## src/rtl/writeback_stage.sv

```systemverilog
// MEM/WB stage: selects the write-back source, waits on variable-latency loads,
// and drives one registered register-file write port (also the WB forwarding source).
module writeback_stage #(
  parameter int LOAD_TIMEOUT = 64,
  parameter int CNT_W        = 32
) (
  input  logic             clk,
  input  logic             rst_n,
  input  logic             in_valid,
  output logic             in_ready,
  input  logic             in_wren,
  input  logic [4:0]       in_waddr,
  input  logic [1:0]       in_wb_sel,
  input  logic [31:0]      in_alu_result,
  input  logic [31:0]      in_link_pc,
  input  logic [2:0]       in_load_type,
  input  logic             mem_rvalid,
  input  logic [31:0]      mem_rdata,
  output logic [4:0]       waddr,
  output logic [31:0]      wdata,
  output logic             wren,
  output logic             align_err,
  output logic             timeout_err,
  output logic [CNT_W-1:0] retire_count
);

  // state     | meaning
  // IDLE      | ready to accept; non-loads and misaligned loads retire here
  // WAIT_LOAD | aligned load accepted, waiting for mem_rvalid or timeout
  typedef enum logic {IDLE, WAIT_LOAD} state_t;

  localparam int            TW  = $clog2(LOAD_TIMEOUT + 1);
  localparam logic [TW-1:0] TMO = TW'(LOAD_TIMEOUT);

  state_t        state_q, state_d;
  logic [TW-1:0] tmo_cnt_q, tmo_cnt_d;
  logic [4:0]    pend_waddr_q;
  logic          pend_wren_q;
  logic [2:0]    pend_type_q;
  logic [1:0]    pend_off_q;

  logic          accept, is_load, aligned, tmo_hit, latch;
  logic [TW-1:0] cnt_inc;
  logic [4:0]    waddr_d;
  logic [31:0]   wdata_d;
  logic          wren_d, align_d, tmo_set, retire_inc;

  // Big-endian lanes: offset 0 is the most significant byte/halfword.
  function automatic logic [31:0] extract(input logic [2:0] lt, input logic [1:0] off,
                                          input logic [31:0] rd);
    logic [7:0]  b;
    logic [15:0] h;
    case (off)
      2'd0:    b = rd[31:24];
      2'd1:    b = rd[23:16];
      2'd2:    b = rd[15:8];
      default: b = rd[7:0];
    endcase
    h = off[1] ? rd[15:0] : rd[31:16];
    case (lt)
      3'd1:    extract = {{16{h[15]}}, h};
      3'd2:    extract = {16'h0, h};
      3'd3:    extract = {{24{b[7]}}, b};
      3'd4:    extract = {24'h0, b};
      default: extract = rd;
    endcase
  endfunction

  assign in_ready = (state_q == IDLE);
  assign accept   = in_valid && in_ready;
  assign is_load  = (in_wb_sel == 2'd1);
  assign cnt_inc  = tmo_cnt_q + TW'(1);
  assign tmo_hit  = (cnt_inc == TMO);

  always_comb begin
    case (in_load_type)
      3'd1, 3'd2: aligned = !in_alu_result[0];
      3'd3, 3'd4: aligned = 1'b1;
      default:    aligned = (in_alu_result[1:0] == 2'b00);
    endcase
  end

  always_ff @(posedge clk or negedge rst_n) begin
    if (!rst_n) state_q <= IDLE;
    else        state_q <= state_d;
  end

  always_comb begin
    state_d = state_q;
    case (state_q)
      IDLE:      if (accept && is_load && aligned) state_d = WAIT_LOAD;
      WAIT_LOAD: if (mem_rvalid || tmo_hit)        state_d = IDLE;
      default:   state_d = IDLE;
    endcase
  end

  always_comb begin
    wren_d     = 1'b0;
    waddr_d    = waddr;
    wdata_d    = wdata;
    align_d    = 1'b0;
    tmo_set    = 1'b0;
    retire_inc = 1'b0;
    latch      = 1'b0;
    tmo_cnt_d  = tmo_cnt_q;
    case (state_q)
      IDLE: begin
        if (accept) begin
          if (!is_load) begin
            wdata_d    = (in_wb_sel == 2'd2) ? in_link_pc : in_alu_result;
            waddr_d    = in_waddr;
            wren_d     = in_wren && (in_waddr != 5'd0);
            retire_inc = 1'b1;
          end else if (!aligned) begin
            align_d    = 1'b1;
            retire_inc = 1'b1;
          end else begin
            latch     = 1'b1;
            tmo_cnt_d = '0;
          end
        end
      end
      WAIT_LOAD: begin
        // Data arriving on the timeout edge wins over the timeout.
        if (mem_rvalid) begin
          wdata_d    = extract(pend_type_q, pend_off_q, mem_rdata);
          waddr_d    = pend_waddr_q;
          wren_d     = pend_wren_q && (pend_waddr_q != 5'd0);
          retire_inc = 1'b1;
        end else if (tmo_hit) begin
          tmo_set    = 1'b1;
          retire_inc = 1'b1;
          tmo_cnt_d  = '0;
        end else begin
          tmo_cnt_d = cnt_inc;
        end
      end
      default: ;
    endcase
  end

  always_ff @(posedge clk or negedge rst_n) begin
    if (!rst_n) begin
      waddr        <= '0;
      wdata        <= '0;
      wren         <= 1'b0;
      align_err    <= 1'b0;
      timeout_err  <= 1'b0;
      retire_count <= '0;
      tmo_cnt_q    <= '0;
      pend_waddr_q <= '0;
      pend_wren_q  <= 1'b0;
      pend_type_q  <= '0;
      pend_off_q   <= '0;
    end else begin
      waddr       <= waddr_d;
      wdata       <= wdata_d;
      wren        <= wren_d;
      align_err   <= align_d;
      timeout_err <= timeout_err | tmo_set;
      tmo_cnt_q   <= tmo_cnt_d;
      if (retire_inc) retire_count <= retire_count + CNT_W'(1);
      if (latch) begin
        pend_waddr_q <= in_waddr;
        pend_wren_q  <= in_wren;
        pend_type_q  <= in_load_type;
        pend_off_q   <= in_alu_result[1:0];
      end
    end
  end

endmodule

```

## config.mk

```make
export PLATFORM = sky130hd
export DESIGN_NAME = writeback_stage
export DESIGN_NICKNAME = d
export VERILOG_FILES = /design/src/rtl/writeback_stage.sv
export SDC_FILE = /design/constraint.sdc
export NUM_CORES = 1
export LEC_CHECK = 0
export CAP_MARGIN = 20
export CORE_MARGIN = 2
export CORE_UTILIZATION = 47
export DETAILED_ROUTE_END_ITERATION = 10
export PLACE_DENSITY = 0.82
export SYNTH_ARGS = -nofsm -noshare
export SYNTH_HDL_FRONTEND = slang
export SYNTH_SLANG_ARGS = --single-unit
export TNS_END_PERCENT = 5
```

## constraint.sdc

```tcl
create_clock -name clk -period 2.45 [get_ports clk]
set_input_delay 0.49 -clock clk [delete_from_list [all_inputs] [get_ports clk]]
set_output_delay 0.49 -clock clk [all_outputs]
set_load 0.03 [all_outputs]
```

==> impl_results.md <==
* Status: complete, no violations
* Number of synthesized flops with an enable pin at 0
* Postcts setup bufs at 0
* Crit-path max FO at 16
* Clk_lat worst skew at 0.33 ns
* Clock power share at 0.225
* Avg WL per Cell at 18.66 um
* Synth Cell Area at approximately 0.0055 sq mm
* Initial Utilization at 0.4822
* ANT cells at 0
* Crit Path Class: reg2reg
* Sequential cell area fraction in the yosys report at 0.4119
* Flop2flop setup slack at between 0.3 and 0.4 ns
* Reg2reg path depth at 5
* Area leader, netlist: dfrtp_1
* Top-area cell type share of the netlist area at 0.4119
* # IOs at 184
* Gr ovfl total at 0
* Worst-path cell chain: buf_4, xnor2_1, nor3_1, a221oi_1, a21oi_1
* GRT Overall Usage at 0.2611
* Fmax at 0.4840 GHz
* Critical Path Source Type: flop
* Cell count along the critical path at 5
* Layout cells sized above 1 at 0.09416
* Post-synthesis instance total at between 500 and 600
* First-pass GRT wire length at approximately 27 mm
* CTS Root Cell: clkbuf_16
* Fin. max-slew vios at 0
* Peak supply drop at 558.1 uV
* Int Pwr at roughly 3.5 mW
* Synth Register Bits at 91
* WL final at roughly 17 mm
* Nets at 863
* DP HPWL at 12.43 mm
* Crit path capture type: flop
* Final setup vio count at 0
* Most common cell after layout, fill and taps aside: clkdlybuf4s50_1
* Max_cap viols at 0
* Mapped Avg Cell Area at 9.616 sq um
* Worst path slowest cell: dfrtp_1
* Critical Path RT at 2.71 ns
* H-tree levels at 3
* Critical path origin: pend_type_q[0]
* CP Data Arrival Time at 2.33 ns
* Initial antenna violation count at 0
* Core Region at between 0.01 and 0.015 sq mm
* Vias per cell at ~5.9
* Die Wd at roughly 110 um
* Most frequent cells in the layout: 181 x clkdlybuf4s50_1, 91 x dfrtp_1, 59 x nand2_1
* CP bufs+invs at 1
* Clock Skew at between 0.005 and 0.006 ns
* Async set-reset flop share out of synthesis at 1.000
* Reg2reg start: pend_type_q[0]
* Clk buf depth at 2
* Largest net degree at the start of global routing at between 50 and 60
* Clock transition at path regs at 0.06 ns
* Rows at 39
* DR iter-0 viols at 355
* Worst reg2reg endpoint: wdata[4]
* Family with the most delay on the worst path: flip-flops
* Drt first pass iters at 5
* Distinct cells, synth at 66
* Synth area leaders: dfrtp_1 41%, mux2i_1 8.1%, xnor2_1 5.2%
* Switching power of the nets at 2.070 mW
* Die Span Y at 112.5 um
* Worst slew pin tran at ~0.77 ns
* Flop pwr share at 0.362
* RSZ-0062 raised after global routing: no
* Die area at about 0.013 sq mm
* DR vias at between 5000 and 6000
* Leakage power at ~3.2 nW
* Synth Net Count at 688
* Antenna-violating nets left at 0
* YS warnings at 0
* Num CTS Buffers at 9
* Slowest stage delay, CP at 0.62 ns
* Final Hold Fails at 0
* Critical Path End: wdata[4]
* Comb pwr share at 0.413
* Sw frac at 0.3719
* Syn-to-layout area delta at 41.53%
* Post-CTS Resized at 0
* Residual DRC count at 0
* Overall power at 5.566 mW
* Vias in the first global route at roughly 5300
* Hold slack final at about 0.11 ns
* Port buffer count at 183
* Hold/Removal Path Class: in2async
* Hold buffer count at CTS at 0
* RePlAce Congestion at about 0.90
* TritonCTS clock tree: yes
* Synth Flop Type: dfrtp_1
* Final period util at 0.8433
* Max-slew headroom at 0.4824
* Fin crit period at 2.066 ns
* Cell Pwr Density at slightly above 700 mW/mm^2
* Clock sinks at approximately 90
## final cells by class
type                            count  area [sq um]
Clock buffer                       13         250.2
Inverter                            9         33.78
Fill cell                         886          3642
Sequential cell                    91          2277
Multi-Input combinational cell    431          2983
Tap cell                          143         178.9
Clock inverter                      2         12.51
Timing Repair Buffer              208          2090
## routing by layer
layer | GRT usage | part of all wire
met2 | 0.4345 | 0.48
met1 | 0.3455 | 0.43
met5 | 0 | 0
met4 | 0.06504 | 0.018
met3 | 0.06317 | 0.077
## sequential cells by signal, summed over array words and instances (netlist names), 2 cells and up
signal	flops
retire_count	32
wdata	32
tmo_cnt_q	7
pend_waddr_q	5
waddr	5
pend_type_q	3
pend_off_q	2
## Yosys cell counts, types with 2 or more instances
master     instances
nand4b_1           3
dfrtp_1           91
mux2_2            10
nand2b_1           4
nor2_1            18
ha_1               2
xnor2_1           33
nand2_1           59
clkbuf_1          10
inv_1              9
nor2b_1            2
buf_1              4
mux2_1             2
a2bb2oi_1          9
buf_6              5
o221ai_1           8
o21bai_1           9
and4_1             3
a31oi_1            3
nor4_1             2
nand3_1           40
nor4_4             2
nand2_2            3
a21oi_1           31
buf_2             21
o31ai_2            2
a211o_1            2
and2_1             2
a21o_1            11
buf_4              2
mux2i_1           45
nand4_1           20
nor3_1            10
or4_1              2
a221oi_1          15
and3_1            10
o21ai_0           42
## worst min-delay path by stage
| stage | startpoint | endpoint | slack [ns] | cells after the start |
|---|---|---|---|---|
| after global routing | rst_n | wdata[14] | 0.15 | 1 |
| after CTS | rst_n | wdata[14] | 0.12 | 1 |
| final | rst_n | wdata[14] | 0.11 | 1 |
| after global placement | timeout_err | timeout_err | 0.46 | 1 |
| after detailed placement | timeout_err | timeout_err | 0.45 | 1 |
| after floorplan | rst_n | align_err | 0.19 | 0 |
## power by group through the flow
stage          registers, mW  clock network [mW]  logic (mW)
2_1_floorplan           2.35                   0        1.02
3_3_place_gp            2.01                   0        2.24
3_5_place_dp            2.03                   0        2.28
4_1_cts                 2.01                1.28        2.29
5_1_grt                 2.05                1.36        2.47
6_report                2.02                1.25        2.30
## cells by family after synthesis
group,share of synthesized area
and+or+nand+nor,0.1858
AOI/OAI and AO/OA,0.1842
DFF,0.4119
muxes,0.1100
buffers and inverters,0.05137
xor gates and xnor gates,0.05227
adders and majority gates,0.004525
## metrics by stage
step	setup TNS (ns)	worst slack (ns)	cells	utilization	area (sq um)
after floorplan	0	0.6304	575	-	5529
after global placement	0	0.09107	880	0.6582	7547
after detailed placement	-0.2713	-0.04426	880	0.6582	7547
after CTS	0	0.2351	895	0.6811	7810
after global routing	0	0.2443	897	0.6824	7825
final	0	0.3839	897	0.6824	7825
(Power assumes the default switching activity.)
